<file path="src/rtl/button_debouncer_pkg.sv">
// Shared types and helpers for the pushbutton debouncer: FSM state encoding
// and the counter-width function.
package button_debouncer_pkg;

  typedef enum logic [1:0] {
    ST_RELEASED     = 2'd0,
    ST_PRESS_WAIT   = 2'd1,
    ST_HELD         = 2'd2,
    ST_RELEASE_WAIT = 2'd3
  } state_e;

  // Smallest r with 2**r >= value.
  function automatic int unsigned clog2(input int unsigned value);
    int unsigned result;
    result = 0;
    while ((64'(1) << result) < 64'(value)) begin
      result = result + 1;
    end
    return result;
  endfunction

endpackage

</file>
<file path="src/rtl/sync_2ff.sv">
// Generic two-flop synchroniser with a configurable reset value, for bringing
// asynchronous board inputs into the clock domain.
module sync_2ff #(
  parameter int unsigned       WIDTH     = 1,
  parameter logic [WIDTH-1:0]  RESET_VAL = '0
) (
  input  logic             clk,
  input  logic             rst_n,
  input  logic [WIDTH-1:0] d_i,
  output logic [WIDTH-1:0] q_o
);

  logic [WIDTH-1:0] meta_q, meta_d;
  logic [WIDTH-1:0] sync_q, sync_d;

  always_comb begin
    meta_d = d_i;
    sync_d = meta_q;
  end

  always_ff @(posedge clk or negedge rst_n) begin
    if (!rst_n) begin
      meta_q <= RESET_VAL;
      sync_q <= RESET_VAL;
    end else begin
      meta_q <= meta_d;
      sync_q <= sync_d;
    end
  end

  assign q_o = sync_q;

endmodule

</file>
<file path="src/rtl/button_debouncer.sv">
// Pushbutton conditioner: synchronise, debounce with a counter-driven FSM, and
// emit a debounced level plus one-cycle press/release pulses.
// Optional auto-repeat of press_o while held: define BUTTON_DEBOUNCER_AUTOREPEAT_EN.
module button_debouncer
  import button_debouncer_pkg::*;
#(
  parameter int unsigned DEBOUNCE_CYCLES   = 120000,
  parameter int unsigned BUTTON_ACTIVE_LOW = 1,
  parameter int unsigned REPEAT_DELAY      = 6000000,
  parameter int unsigned REPEAT_PERIOD     = 1200000
) (
  input  logic clock_i,
  input  logic reset_n_i,
  input  logic button_i,
  output logic level_o,
  output logic press_o,
  output logic release_o
);

  localparam int unsigned     CNT_W        = clog2(DEBOUNCE_CYCLES + 1);
  localparam logic [CNT_W-1:0] CNT_LAST    = CNT_W'(DEBOUNCE_CYCLES - 1);
  localparam logic            PIN_RELEASED = (BUTTON_ACTIVE_LOW != 0) ? 1'b1 : 1'b0;

  logic pin_sync;
  logic s_c;

  // Synchroniser resets to the released pin level so reset never looks like a press.
  sync_2ff #(
    .WIDTH     (1),
    .RESET_VAL (PIN_RELEASED)
  ) u_sync (
    .clk   (clock_i),
    .rst_n (reset_n_i),
    .d_i   (button_i),
    .q_o   (pin_sync)
  );

  assign s_c = (pin_sync != PIN_RELEASED);

  state_e           state_q, state_d;
  logic [CNT_W-1:0] cnt_q, cnt_d;
  logic             level_q, level_d;
  logic             press_q, press_d;
  logic             release_q, release_d;
  logic             accept_press_c;
  logic             accept_release_c;

`ifdef BUTTON_DEBOUNCER_AUTOREPEAT_EN
  localparam int unsigned RPT_MAX = (REPEAT_DELAY > REPEAT_PERIOD) ? REPEAT_DELAY : REPEAT_PERIOD;
  localparam int unsigned RPT_W   = clog2(RPT_MAX + 1);
  localparam logic [RPT_W-1:0] RPT_DELAY_LAST  = RPT_W'(REPEAT_DELAY - 1);
  localparam logic [RPT_W-1:0] RPT_PERIOD_LAST = RPT_W'(REPEAT_PERIOD - 1);

  logic [RPT_W-1:0] rpt_q, rpt_d;
  logic             rpt_first_q, rpt_first_d;
`else
  logic unused_rpt_c;
  assign unused_rpt_c = ^{REPEAT_DELAY, REPEAT_PERIOD};
`endif

  // State, counter and registered outputs.
  always_ff @(posedge clock_i or negedge reset_n_i) begin
    if (!reset_n_i) begin
      state_q     <= ST_RELEASED;
      cnt_q       <= '0;
      level_q     <= 1'b0;
      press_q     <= 1'b0;
      release_q   <= 1'b0;
`ifdef BUTTON_DEBOUNCER_AUTOREPEAT_EN
      rpt_q       <= '0;
      rpt_first_q <= 1'b1;
`endif
    end else begin
      state_q     <= state_d;
      cnt_q       <= cnt_d;
      level_q     <= level_d;
      press_q     <= press_d;
      release_q   <= release_d;
`ifdef BUTTON_DEBOUNCER_AUTOREPEAT_EN
      rpt_q       <= rpt_d;
      rpt_first_q <= rpt_first_d;
`endif
    end
  end

  // Next state and debounce counter.
  always_comb begin
    state_d = state_q;
    cnt_d   = cnt_q;
    case (state_q)
      ST_RELEASED: begin
        if (s_c) begin
          state_d = ST_PRESS_WAIT;
          cnt_d   = CNT_W'(1);
        end
      end
      ST_PRESS_WAIT: begin
        if (!s_c) begin
          state_d = ST_RELEASED;
          cnt_d   = '0;
        end else if (cnt_q == CNT_LAST) begin
          state_d = ST_HELD;
          cnt_d   = '0;
        end else begin
          cnt_d = cnt_q + CNT_W'(1);
        end
      end
      ST_HELD: begin
        if (!s_c) begin
          state_d = ST_RELEASE_WAIT;
          cnt_d   = CNT_W'(1);
        end
      end
      ST_RELEASE_WAIT: begin
        if (s_c) begin
          state_d = ST_HELD;
          cnt_d   = '0;
        end else if (cnt_q == CNT_LAST) begin
          state_d = ST_RELEASED;
          cnt_d   = '0;
        end else begin
          cnt_d = cnt_q + CNT_W'(1);
        end
      end
      default: begin
        state_d = ST_RELEASED;
        cnt_d   = '0;
      end
    endcase
  end

  // Outputs change on the same edge as the accepting state transition.
  always_comb begin
    accept_press_c   = (state_q == ST_PRESS_WAIT)   && (state_d == ST_HELD);
    accept_release_c = (state_q == ST_RELEASE_WAIT) && (state_d == ST_RELEASED);
    level_d          = (state_d == ST_HELD) || (state_d == ST_RELEASE_WAIT);
    press_d          = accept_press_c;
    release_d        = accept_release_c;
`ifdef BUTTON_DEBOUNCER_AUTOREPEAT_EN
    rpt_d       = '0;
    rpt_first_d = 1'b1;
    // Keeps counting through a rejected release bounce; suppressed on the release edge.
    if (!accept_press_c && state_d != ST_RELEASED &&
        (state_q == ST_HELD || state_q == ST_RELEASE_WAIT)) begin
      rpt_first_d = rpt_first_q;
      if (rpt_q == (rpt_first_q ? RPT_DELAY_LAST : RPT_PERIOD_LAST)) begin
        rpt_d       = '0;
        rpt_first_d = 1'b0;
        press_d     = 1'b1;
      end else begin
        rpt_d = rpt_q + RPT_W'(1);
      end
    end
`endif
  end

  assign level_o   = level_q;
  assign press_o   = press_q;
  assign release_o = release_q;

endmodule

</file>
<file path="config.mk">
export PLATFORM = sky130hd
export DESIGN_NAME = button_debouncer
export DESIGN_NICKNAME = d
export VERILOG_FILES = /design/src/rtl/button_debouncer_pkg.sv /design/src/rtl/sync_2ff.sv /design/src/rtl/button_debouncer.sv
export SDC_FILE = /design/constraint.sdc
export NUM_CORES = 1
export LEC_CHECK = 0
export BUFFER_PORTS_ARGS = -buffer_cell sky130_fd_sc_hd__buf_2
export CORE_MARGIN = 4
export CORE_UTILIZATION = 40
export CTS_BUF_LIST = sky130_fd_sc_hd__clkbuf_8 sky130_fd_sc_hd__clkbuf_16
export CTS_CLUSTER_SIZE = 24
export DETAILED_ROUTE_END_ITERATION = 8
export GPL_ROUTABILITY_DRIVEN = 0
export GPL_TIMING_DRIVEN = 0
export PLACE_DENSITY = 0.61
export SETUP_SLACK_MARGIN = 0.05
export SYNTH_ARGS = -nofsm -noshare
export SYNTH_HDL_FRONTEND = slang
export SYNTH_HIERARCHICAL = 1
export SYNTH_SLANG_ARGS = --single-unit
</file>
<file path="constraint.sdc">
create_clock -name clock_i -period 1.95 [get_ports clock_i]
set_input_delay 0.0975 -clock clock_i [delete_from_list [all_inputs] [get_ports clock_i]]
set_output_delay 0.0975 -clock clock_i [all_outputs]
set_load 0.03 [all_outputs]
</file>
==> flow_metrics.py, run 1 <==
metrics = {
    "run_status": {
        "status": "completed",
    },
    "grt": {
        "grt_pass1_vias": 1009,
        "grt_pass1_wl_um": 4570,
        "globalRouteOverflowTotal": 0,
        "grt_max_degree": 24,
        "grt.total_usage_pct": 14.6,
        "antenna_found_initial": 0,
    },
    "clock_network": {
        "h-tree-depth": 1,
        "cts_max_path_buffers": 2,
        "cts.reportedPaths.clkPinSlew_ns": 0.08,
        "cts_buffers": 3,
        "root_buffer": "clkbuf_8",
        "clock_latency_ns": 0.27,
        "cts_tree": "done",
        "cts_sinks": 23,
    },
    "synth": {
        "synth.avg_cell_area_um2": 9.86,
        "ys_seq_area_share_pct": 47.7,
        "synth-seq-cells": 23,
        "post_synth_num_cell_types": 37,
        "yosysWarningCount": 6,
        "ys_async_sr_fraction_pct": 100,
        "synth-main-ff-cell": "dfrtp_1",
        "synthesis.area_um2": 1210,
        "synth_nets": 127,
        "synth_edf_count": 0,
        "netlist_instances": 123,
    },
    "floorplanning": {
        "start_util_pct": 42.9,
        "die_x_um": 63.1,
        "die_y_um": 63.1,
        "core_area_um2": 2830,
        "ios": 6,
        "fp-row-count": 19,
        "die-area_um2": 3980,
    },
    "placed_design": {
        "dp_hpwl_um": 1840,
        "numPortBuffers": 5,
        "dp.cells": 159,
    },
    "timing": {
        "period_minus_slack_ns": 1.75,
        "clock_skew_ns": 0.00457,
        "timing.final.crit_share_pct": 89.7,
        "final_max_slew_viol_count": 0,
        "fin_tns_setup_ns": 0,
        "rsz0062_at_grt": "no",
        "hold_viol": 0,
        "holdWs_ns": 0.318,
        "worstMarginPinSlew_ns": 0.562,
        "max_slew_margin_pct": 62.4,
        "max_freq_mhz": 572,
        "setup_viol": 0,
    },
    "critical_path": {
        "path_delay_family": "simple AND/OR/NAND/NOR gates",
        "required_ns": 2.12,
        "crit_top_cell": "a21o_1",
        "critPathMaxStageDelay_ns": 0.45,
        "path_cells": "nand4b_1 > nor4_4 > nor2_2 > buf_6 > a21o_1 > a21o_1",
        "cp_num_buf_inv": 1,
        "cp-end-kind": "flop",
        "worstPathArrival_ns": 1.92,
        "crit_slowest_cell": "dfrtp_1",
        "cp_max_fo": 10,
        "worstSetupPathType": "flop to flop",
        "setup.worst_path.start_class": "flop",
    },
    "detailed_routing": {
        "vias": 1000,
        "dr.pass1.iters": 4,
        "wirelength_um": 2660,
        "route.detailed.drc": 0,
        "ant_nets": 0,
        "drtIter0Drc": 58,
        "wl_per_cell_um": 15.9,
        "via_per_inst": 5.99,
    },
    "power": {
        "power.density_nw_per_um2": 625,
        "total_power_mw": 0.860,
        "p_leak_nw": 0.615,
        "ir_drop_mv": 0.339,
    },
    "cells_and_area": {
        "diodes": 0,
        "layout_common_cells": "dfrtp_1 (21), nand2_1 (18), a31oi_1 (9)",
        "fin_nets": 141,
        "drive_above_1_share_pct": 19.9,
        "layout_commonest_cell": "dfrtp_1",
        "fillCellCount": 260,
        "stdcell_count": 167,
        "syn_to_final_growth_pct": 13.4,
        "fin_util_pct": 48.6,
    },
    "hold_path": {
        "hold_path_class": "input pin to async pin",
    },
    "run": {
        "cap_violations": 0,
    },
}
layout make-up:
cell class	instances	area, um^2	share of cell area [%]
clock buffers	3	41.3	3.00
flip-flops and latches	23	578	42.0
repair buffers	9	60.1	4.37
plain buffers	6	40.0	2.91
well taps	31	38.8	2.82
inverters	5	18.8	1.36
clock inverters	1	5.00	0.364
multi-input cells	89	593	43.1
power breakdown:
part,switching (mW),internal (mW)
registers,0.00928,0.487
logic,0.0376,0.0226
clock network,0.160,0.143
path summary, 6_finish.rpt:
check | cells after the start | slack [ns] | start | endpoint
worst max-delay path | 6 | 0.20 | cnt_q[6]$_DFFE_PN0P_ | cnt_q[11]$_DFFE_PN0P_
worst min-delay path | 2 | 0.32 | reset_n_i | cnt_q[14]$_DFFE_PN0P_
worst max register to register | 6 | 0.20 | cnt_q[6]$_DFFE_PN0P_ | cnt_q[11]$_DFFE_PN0P_
worst min register to register | 0 | 0.37 | u_sync/meta_q$_DFF_PN1_ | u_sync/q_o$_DFF_PN1_
max in group asynchronous | 2 | 1.27 | reset_n_i | u_sync/meta_q$_DFF_PN1_
min in group clock_i | 0 | 0.37 | u_sync/meta_q$_DFF_PN1_ | u_sync/q_o$_DFF_PN1_
cells in the mapped netlist (3+ instances only):
cell     instances  area share, %
dfrtp_1         21             43
nand2_1         19            5.9
a31oi_1          9            4.6
inv_1            5            1.5
nand3_1          5            2.1
nor2_1           5            1.5
o21ai_0          5            2.1
nand4_1          4            2.1
a21o_1           3            1.9
a21oi_1          3            1.2
a22o_1           3            2.2
and3_1           3            1.5
nor4_1           3            1.5
o21ai_1          3            1.2
state kept, by name, indices dropped and copies added (netlist names):
name / cells
level_o: 1
state_q: 1
release_o: 1
cnt_q: 17
u_sync/meta_q: 1
u_sync/q_o: 1
press_o: 1
per-stage QoR:
step | worst slack [ns] | instance area, um^2
3_5_place_dp | 0.00454 | 1280
3_3_place_gp | 0.0498 | 1280
2_1_floorplan | 0.266 | 1210
6_report | 0.202 | 1380
5_1_grt | 0.0575 | 1380
4_1_cts | 0.0724 | 1350
worst reg2reg max path, cell delays in order, from the launching register on:
cell and delay, ns:
dfrtp_1 0.45, nand4b_1 0.27, nor4_4 0.37, nor2_2 0.10, buf_6 0.15, a21o_1 0.15, a21o_1 0.16
cells by family (layout without fill, tap and decap cells):
family	Yosys count	in the layout	share of synthesized area (%)
AND/OR/NAND/NOR	53	53	26.8
AO/OA/AOI/OAI	32	32	17.3
flip-flops	23	23	47.7
buffers and inverters	11	24	4.85
XOR/XNOR	2	2	1.45
adder cells (fa/ha/maj)	1	1	1.03
multiplexers	1	1	0.826
routing by layer:
metal  vias to the layer above  GRT usage, %  share of wire (%)
met2                        13          21.7                 48
met1                       497          19.4                 48
li1                        486             -                  -
met3                         4          3.37                3.3
met5                         -             0                  0
met4                         0          7.99                1.2
repair_timing:
| item | 4_1_cts | 5_1_grt |
|---|---|---|
| hold endpoints to repair | 22 | 0 |
| gates resized for setup | 1 | 3 |
| setup buffers | 0 | 2 |
| pin swaps | 0 | 1 |
| hold buffers | 2 | 0 |
| setup endpoints to repair | 1 | 15 |
Note: power is estimated with default switching activity, not from simulation.
==> run 2: changes to the inputs <==
BUFFER_PORTS_ARGS = -buffer_cell sky130_fd_sc_hd__buf_4   (was -buffer_cell sky130_fd_sc_hd__buf_2)
==> run 2 against run 1 <==
Effect of this change: final area about the same; combinational power up 3%; critical path depth did not move; global-route usage grew 0.054 points; count of clock-buffer cells in the layout stayed put; sequential power barely moved; worst setup slack worse by 0.020 ns; final cell count fell by 1.2%; non-clock buffer count decreased by 2; flip-flop and latch count did not move; utilization about the same; critical path type unchanged; critical endpoint is now cnt_q[0]$_DFFE_PN0P_.
==> flow_metrics.py, run 2 (synthesis results as in run 1) <==
metrics = {
    "grt": {
        "grtUsageMet2_pct": 22.0,
        "antenna_found_initial": 0,
        "grtUsageMet3_pct": 3.20,
        "grt.busiest_layer": "met2",
        "grt_pass1_vias": 963,
        "met1_usage_pct": 20.9,
        "grt.total_usage_pct": 14.6,
        "globalRouteOverflowTotal": 0,
        "grt_pass1_wl_um": 4610,
        "grt_max_degree": 24,
    },
    "timing": {
        "clock_skew_ns": 0.00337,
        "final_max_slew_viol_count": 0,
        "max_slew_margin_pct": 63.0,
        "worstMarginPinSlew_ns": 0.553,
        "fin_tns_setup_ns": 0,
        "period_minus_slack_ns": 1.77,
        "setup_viol": 0,
        "timing.final.crit_share_pct": 90.7,
        "hold_viol": 0,
        "max_freq_mhz": 566,
        "rsz0062_at_grt": "no",
        "holdWs_ns": 0.254,
    },
    "cells_and_area": {
        "final_area_um2": 1380,
        "layout_common_cells": "dfrtp_1 (21), nand2_1 (18), a31oi_1 (9)",
        "syn_to_final_growth_pct": 13.5,
        "layout_commonest_cell": "dfrtp_1",
        "fillCellCount": 248,
        "largest_reg_flops": 17,
        "stdcell_count": 165,
        "largest-register": "cnt_q",
        "drive_above_1_share_pct": 19.4,
        "fin_nets": 139,
        "diodes": 0,
    },
    "critical_path": {
        "crit_slowest_cell": "dfrtp_1",
        "cp_num_buf_inv": 0,
        "path_delay_family": "simple AND/OR/NAND/NOR gates",
        "required_ns": 2.09,
        "setup.worst_path.start_class": "flop",
        "path_cells": "ha_1 > nand3_1 > nor4_1 > nand4_1 > nand2_1 > mux2i_1",
        "worstSetupPathType": "flop to flop",
        "critPathMaxStageDelay_ns": 0.39,
        "cp-end-kind": "flop",
        "cp_max_fo": 5,
        "worstPathArrival_ns": 1.91,
    },
    "clock_network": {
        "clock_latency_ns": 0.26,
        "cts_tree": "done",
        "cts.reportedPaths.clkPinSlew_ns": 0.08,
        "cts_buffers": 3,
        "cts_sinks": 23,
        "cts_max_path_buffers": 2,
        "h-tree-depth": 1,
        "root_buffer": "clkbuf_8",
    },
    "floorplanning": {
        "die_x_um": 63.1,
        "start_util_pct": 42.9,
        "die_y_um": 63.1,
        "die-area_um2": 3980,
        "core_area_um2": 2830,
        "ios": 6,
        "fp-row-count": 19,
    },
    "detailed_routing": {
        "dr.pass1.iters": 4,
        "wirelength_um": 2670,
        "via_per_inst": 5.85,
        "vias": 966,
        "route.detailed.drc": 0,
        "wl_per_cell_um": 16.2,
        "ant_nets": 0,
        "drtIter0Drc": 38,
    },
    "power": {
        "switching_power_mw": 0.196,
        "p_leak_nw": 0.610,
        "p_sw_share_pct": 23.1,
        "power.density_nw_per_um2": 617,
        "total_power_mw": 0.849,
        "clkPwrFrac_pct": 34.2,
        "power.internal_mw": 0.653,
        "combinationalPowerShare_pct": 7.3,
        "p_seq_share_pct": 58.5,
        "ir_drop_mv": 0.534,
    },
    "placed_design": {
        "numPortBuffers": 5,
        "place_area_um2": 1290,
        "dp_hpwl_um": 1820,
        "dp.cells": 159,
    },
    "run": {
        "cap_violations": 0,
    },
    "run_status": {
        "status": "completed",
    },
    "hold_path": {
        "hold_path_class": "input pin to async pin",
    },
}
[run 2: changes by cell type in the layout (fill, tap and decap cells not counted), sizes merged]
cell,delta
buf,-1
clkbuf,-1
[run 2: through the flow]
step           util (%)  setup WS (ns)
3_3_place_gp       45.6         0.0530
5_1_grt            48.7         0.0604
6_report           48.7          0.182
4_1_cts            48.1         0.0688
2_1_floorplan         -          0.266
3_5_place_dp       45.6         0.0106
[run 2: layer usage]
layer | vias to the layer above | part of all wire [%] | routed length (um)
met4 | 0 | 0.60 | 16
met5 | - | 0 | 0
li1 | 478 | - | -
met2 | 20 | 46 | 1230
met3 | 2 | 3.1 | 84
met1 | 466 | 50 | 1340
[run 2: final timing paths]
| path | start | end | slack (ns) | cells after the start |
|---|---|---|---|---|
| setup / recovery | cnt_q[0]$_DFFE_PN0P_ | cnt_q[0]$_DFFE_PN0P_ | 0.18 | 6 |
| hold / removal | reset_n_i | release_o$_DFF_PN0_ | 0.25 | 2 |
| setup reg to reg | cnt_q[0]$_DFFE_PN0P_ | cnt_q[0]$_DFFE_PN0P_ | 0.18 | 6 |
| hold reg to reg | u_sync/meta_q$_DFF_PN1_ | u_sync/q_o$_DFF_PN1_ | 0.36 | 0 |
| max in group asynchronous | reset_n_i | u_sync/meta_q$_DFF_PN1_ | 1.41 | 2 |
| min in group clock_i | u_sync/meta_q$_DFF_PN1_ | u_sync/q_o$_DFF_PN1_ | 0.36 | 0 |
[run 2: cell type report]
type	instances	area (um^2)	share of cell area, %
tap	31	38.8	2.82
clock inverter	1	5.00	0.364
sequential	23	578	42.0
buffer	5	36.3	2.64
multi-input combinational	89	593	43.1
clock buffer	3	41.3	3.00
inverter	5	18.8	1.36
timing repair buffer	8	65.1	4.73
[run 2: what timing repair did]
item | CTS | global route
endpoints found under the setup margin | 2 | 15
endpoints found under the hold margin | 24 | 0
hold buffers | 2 | 0
pin swaps | 0 | 2
buffers inserted | 0 | 1
resized for setup | 2 | 2
[run 2: power by group through the flow]
| stage | Sequential, mW | Clock, mW | Combinational (mW) |
|---|---|---|---|
| after global placement | 0.505 | 0 | 0.0571 |
| after global routing | 0.499 | 0.333 | 0.0694 |
| after detailed placement | 0.505 | 0 | 0.0588 |
| final | 0.497 | 0.290 | 0.0622 |
| after floorplan | 0.503 | 0 | 0.0356 |
| after CTS | 0.496 | 0.308 | 0.0627 |
==> run 3: changes to the inputs <==
CORE_MARGIN = unset   (was 4)
MAX_ROUTING_LAYER = met4   (was unset)
PLACE_DENSITY = unset   (was 0.61)
==> run 3 against run 2 <==
Effect of this change: clock skew barely moved; final area shrank 0.64%; final cell count fell by 0.61%; via count increased by 3.8%; utilization grew 0.10 points; global-route usage increased by 3.0 points.
==> flow_metrics.py, run 3 (synthesis results as in run 1) <==
metrics = {
    "clock_network": {
        "root_buffer": "clkbuf_8",
        "cts_buffers": 3,
        "cts.reportedPaths.clkPinSlew_ns": 0.08,
        "cts_max_path_buffers": 2,
        "cts_tree": "done",
        "h-tree-depth": 1,
        "clock_latency_ns": 0.26,
        "cts_sinks": 23,
    },
    "detailed_routing": {
        "route.detailed.drc": 0,
        "dr.pass1.iters": 4,
        "drtIter0Drc": 38,
        "via_per_inst": 6.12,
        "vias": 1003,
        "wirelength_um": 2520,
        "ant_nets": 0,
        "wl_per_cell_um": 15.4,
    },
    "critical_path": {
        "r2r_start": "cnt_q[6]$_DFFE_PN0P_",
        "r2r-end": "cnt_q[11]$_DFFE_PN0P_",
        "cp_max_fo": 10,
        "cp_num_buf_inv": 1,
        "setup.worst_path.start_class": "flop",
        "crit_slowest_cell": "dfrtp_1",
        "cp-end-kind": "flop",
        "worstPathArrival_ns": 1.94,
        "crit_top_cell": "a21o_1",
        "path_cells": "nand4b_1 > nor4_4 > nor2_2 > buf_6 > a21o_1 > a21o_1",
        "reg2regPathDepth": 6,
        "required_ns": 2.11,
        "critPathMaxStageDelay_ns": 0.45,
        "rrSetupSlack_ns": 0.17,
        "path_delay_family": "simple AND/OR/NAND/NOR gates",
        "worstSetupPathType": "flop to flop",
    },
    "timing": {
        "fin_tns_setup_ns": 0,
        "rsz0062_at_grt": "yes",
        "period_minus_slack_ns": 1.78,
        "worstMarginPinSlew_ns": 0.525,
        "clock_skew_ns": 0.00305,
        "timing.final.crit_share_pct": 91.5,
        "max_slew_margin_pct": 64.9,
        "setup_viol": 0,
        "final_max_slew_viol_count": 0,
        "hold_viol": 0,
        "max_freq_mhz": 561,
    },
    "cells_and_area": {
        "syn_to_final_growth_pct": 12.8,
        "drive_above_1_share_pct": 18.0,
        "final_area_um2": 1370,
        "fin_nets": 138,
        "diodes": 0,
        "layout_common_cells": "dfrtp_1 (21), nand2_1 (18), a31oi_1 (9)",
        "largest-register": "cnt_q",
        "largest_reg_flops": 17,
        "stdcell_count": 164,
        "layout_commonest_cell": "dfrtp_1",
    },
    "floorplanning": {
        "ios": 6,
        "start_util_pct": 43.2,
        "fp-row-count": 19,
        "die_y_um": 57.1,
        "die-area_um2": 3260,
        "core_area_um2": 2810,
        "die_x_um": 57.1,
    },
    "run_status": {
        "status": "completed",
    },
    "power": {
        "power.density_nw_per_um2": 617,
        "p_leak_nw": 0.606,
        "ir_drop_mv": 0.427,
    },
    "grt": {
        "globalRouteOverflowTotal": 0,
        "grt_pass1_wl_um": 4330,
        "grt_max_degree": 24,
        "antenna_found_initial": 0,
        "grt.total_usage_pct": 17.6,
        "grt_pass1_vias": 906,
    },
    "placed_design": {
        "dp.cells": 159,
        "dp_hpwl_um": 1780,
        "place_area_um2": 1290,
        "numPortBuffers": 5,
    },
    "run": {
        "cap_violations": 0,
    },
    "hold_path": {
        "hold_path_class": "input pin to async pin",
    },
}
## run 3: cell count changes in the layout (fill, tap and decap cells not counted), sizes merged
cell    before  now
inv          5    6
clkinv       1    0
buf         11   10
## run 3: worst max-delay path by stage
| stage | slack [ns] | cells after the start | to | from |
|---|---|---|---|---|
| 2_1_floorplan | 0.27 | 7 | cnt_q[11]$_DFFE_PN0P_ | cnt_q[0]$_DFFE_PN0P_ |
| 3_3_place_gp | 0.08 | 6 | cnt_q[16]$_DFFE_PN0P_ | cnt_q[0]$_DFFE_PN0P_ |
| 3_5_place_dp | 0.05 | 6 | cnt_q[16]$_DFFE_PN0P_ | cnt_q[0]$_DFFE_PN0P_ |
| 4_1_cts | 0.11 | 7 | cnt_q[11]$_DFFE_PN0P_ | cnt_q[0]$_DFFE_PN0P_ |
| 5_1_grt | 0.04 | 6 | cnt_q[11]$_DFFE_PN0P_ | cnt_q[9]$_DFFE_PN0P_ |
| 6_report | 0.17 | 6 | cnt_q[11]$_DFFE_PN0P_ | cnt_q[6]$_DFFE_PN0P_ |
## run 3: cell type report
| type | count | area [um^2] |
|---|---|---|
| well taps | 31 | 38.8 |
| fillers | 260 | 1440 |
| clock inverters | 1 | 3.75 |
| inverters | 5 | 18.8 |
| plain buffers | 5 | 36.3 |
| flip-flops and latches | 23 | 578 |
| clock buffers | 3 | 41.3 |
| multi-input cells | 89 | 593 |
| repair buffers | 7 | 57.6 |
## run 3: per-stage QoR
| step | hold WS, ns | utilization (%) | worst slack [ns] | total power [mW] |
|---|---|---|---|---|
| 2_1_floorplan | -0.198 | - | 0.266 | 0.539 |
| 3_3_place_gp | 0.00886 | 45.9 | 0.0809 | 0.562 |
| 3_5_place_dp | 0.0110 | 45.9 | 0.0528 | 0.564 |
| 4_1_cts | 0.274 | 48.4 | 0.114 | 0.858 |
| 5_1_grt | 0.282 | 48.8 | 0.0375 | 0.886 |
| 6_report | 0.258 | 48.8 | 0.166 | 0.844 |
## run 3: repair_timing
| item | CTS | global route |
|---|---|---|
| pin swaps | 0 | 1 |
| resized for setup | 2 | 2 |
| hold buffers | 2 | 0 |
| setup endpoints to repair | 3 | 10 |
| hold endpoints to repair | 22 | 0 |
| setup buffers | 0 | 0 |
## run 3: power breakdown
group          internal, mW  switching, mW
clock network         0.140          0.145
registers             0.487         0.0101
logic                0.0234         0.0372
## run 3: per-layer routing
layer,global-route usage (%),wire [um],vias to the layer above
met5,-,0,-
met4,5.23,36,0
met3,2.72,97,4
met2,26.9,1220,27
met1,24.4,1170,485
li1,-,-,487
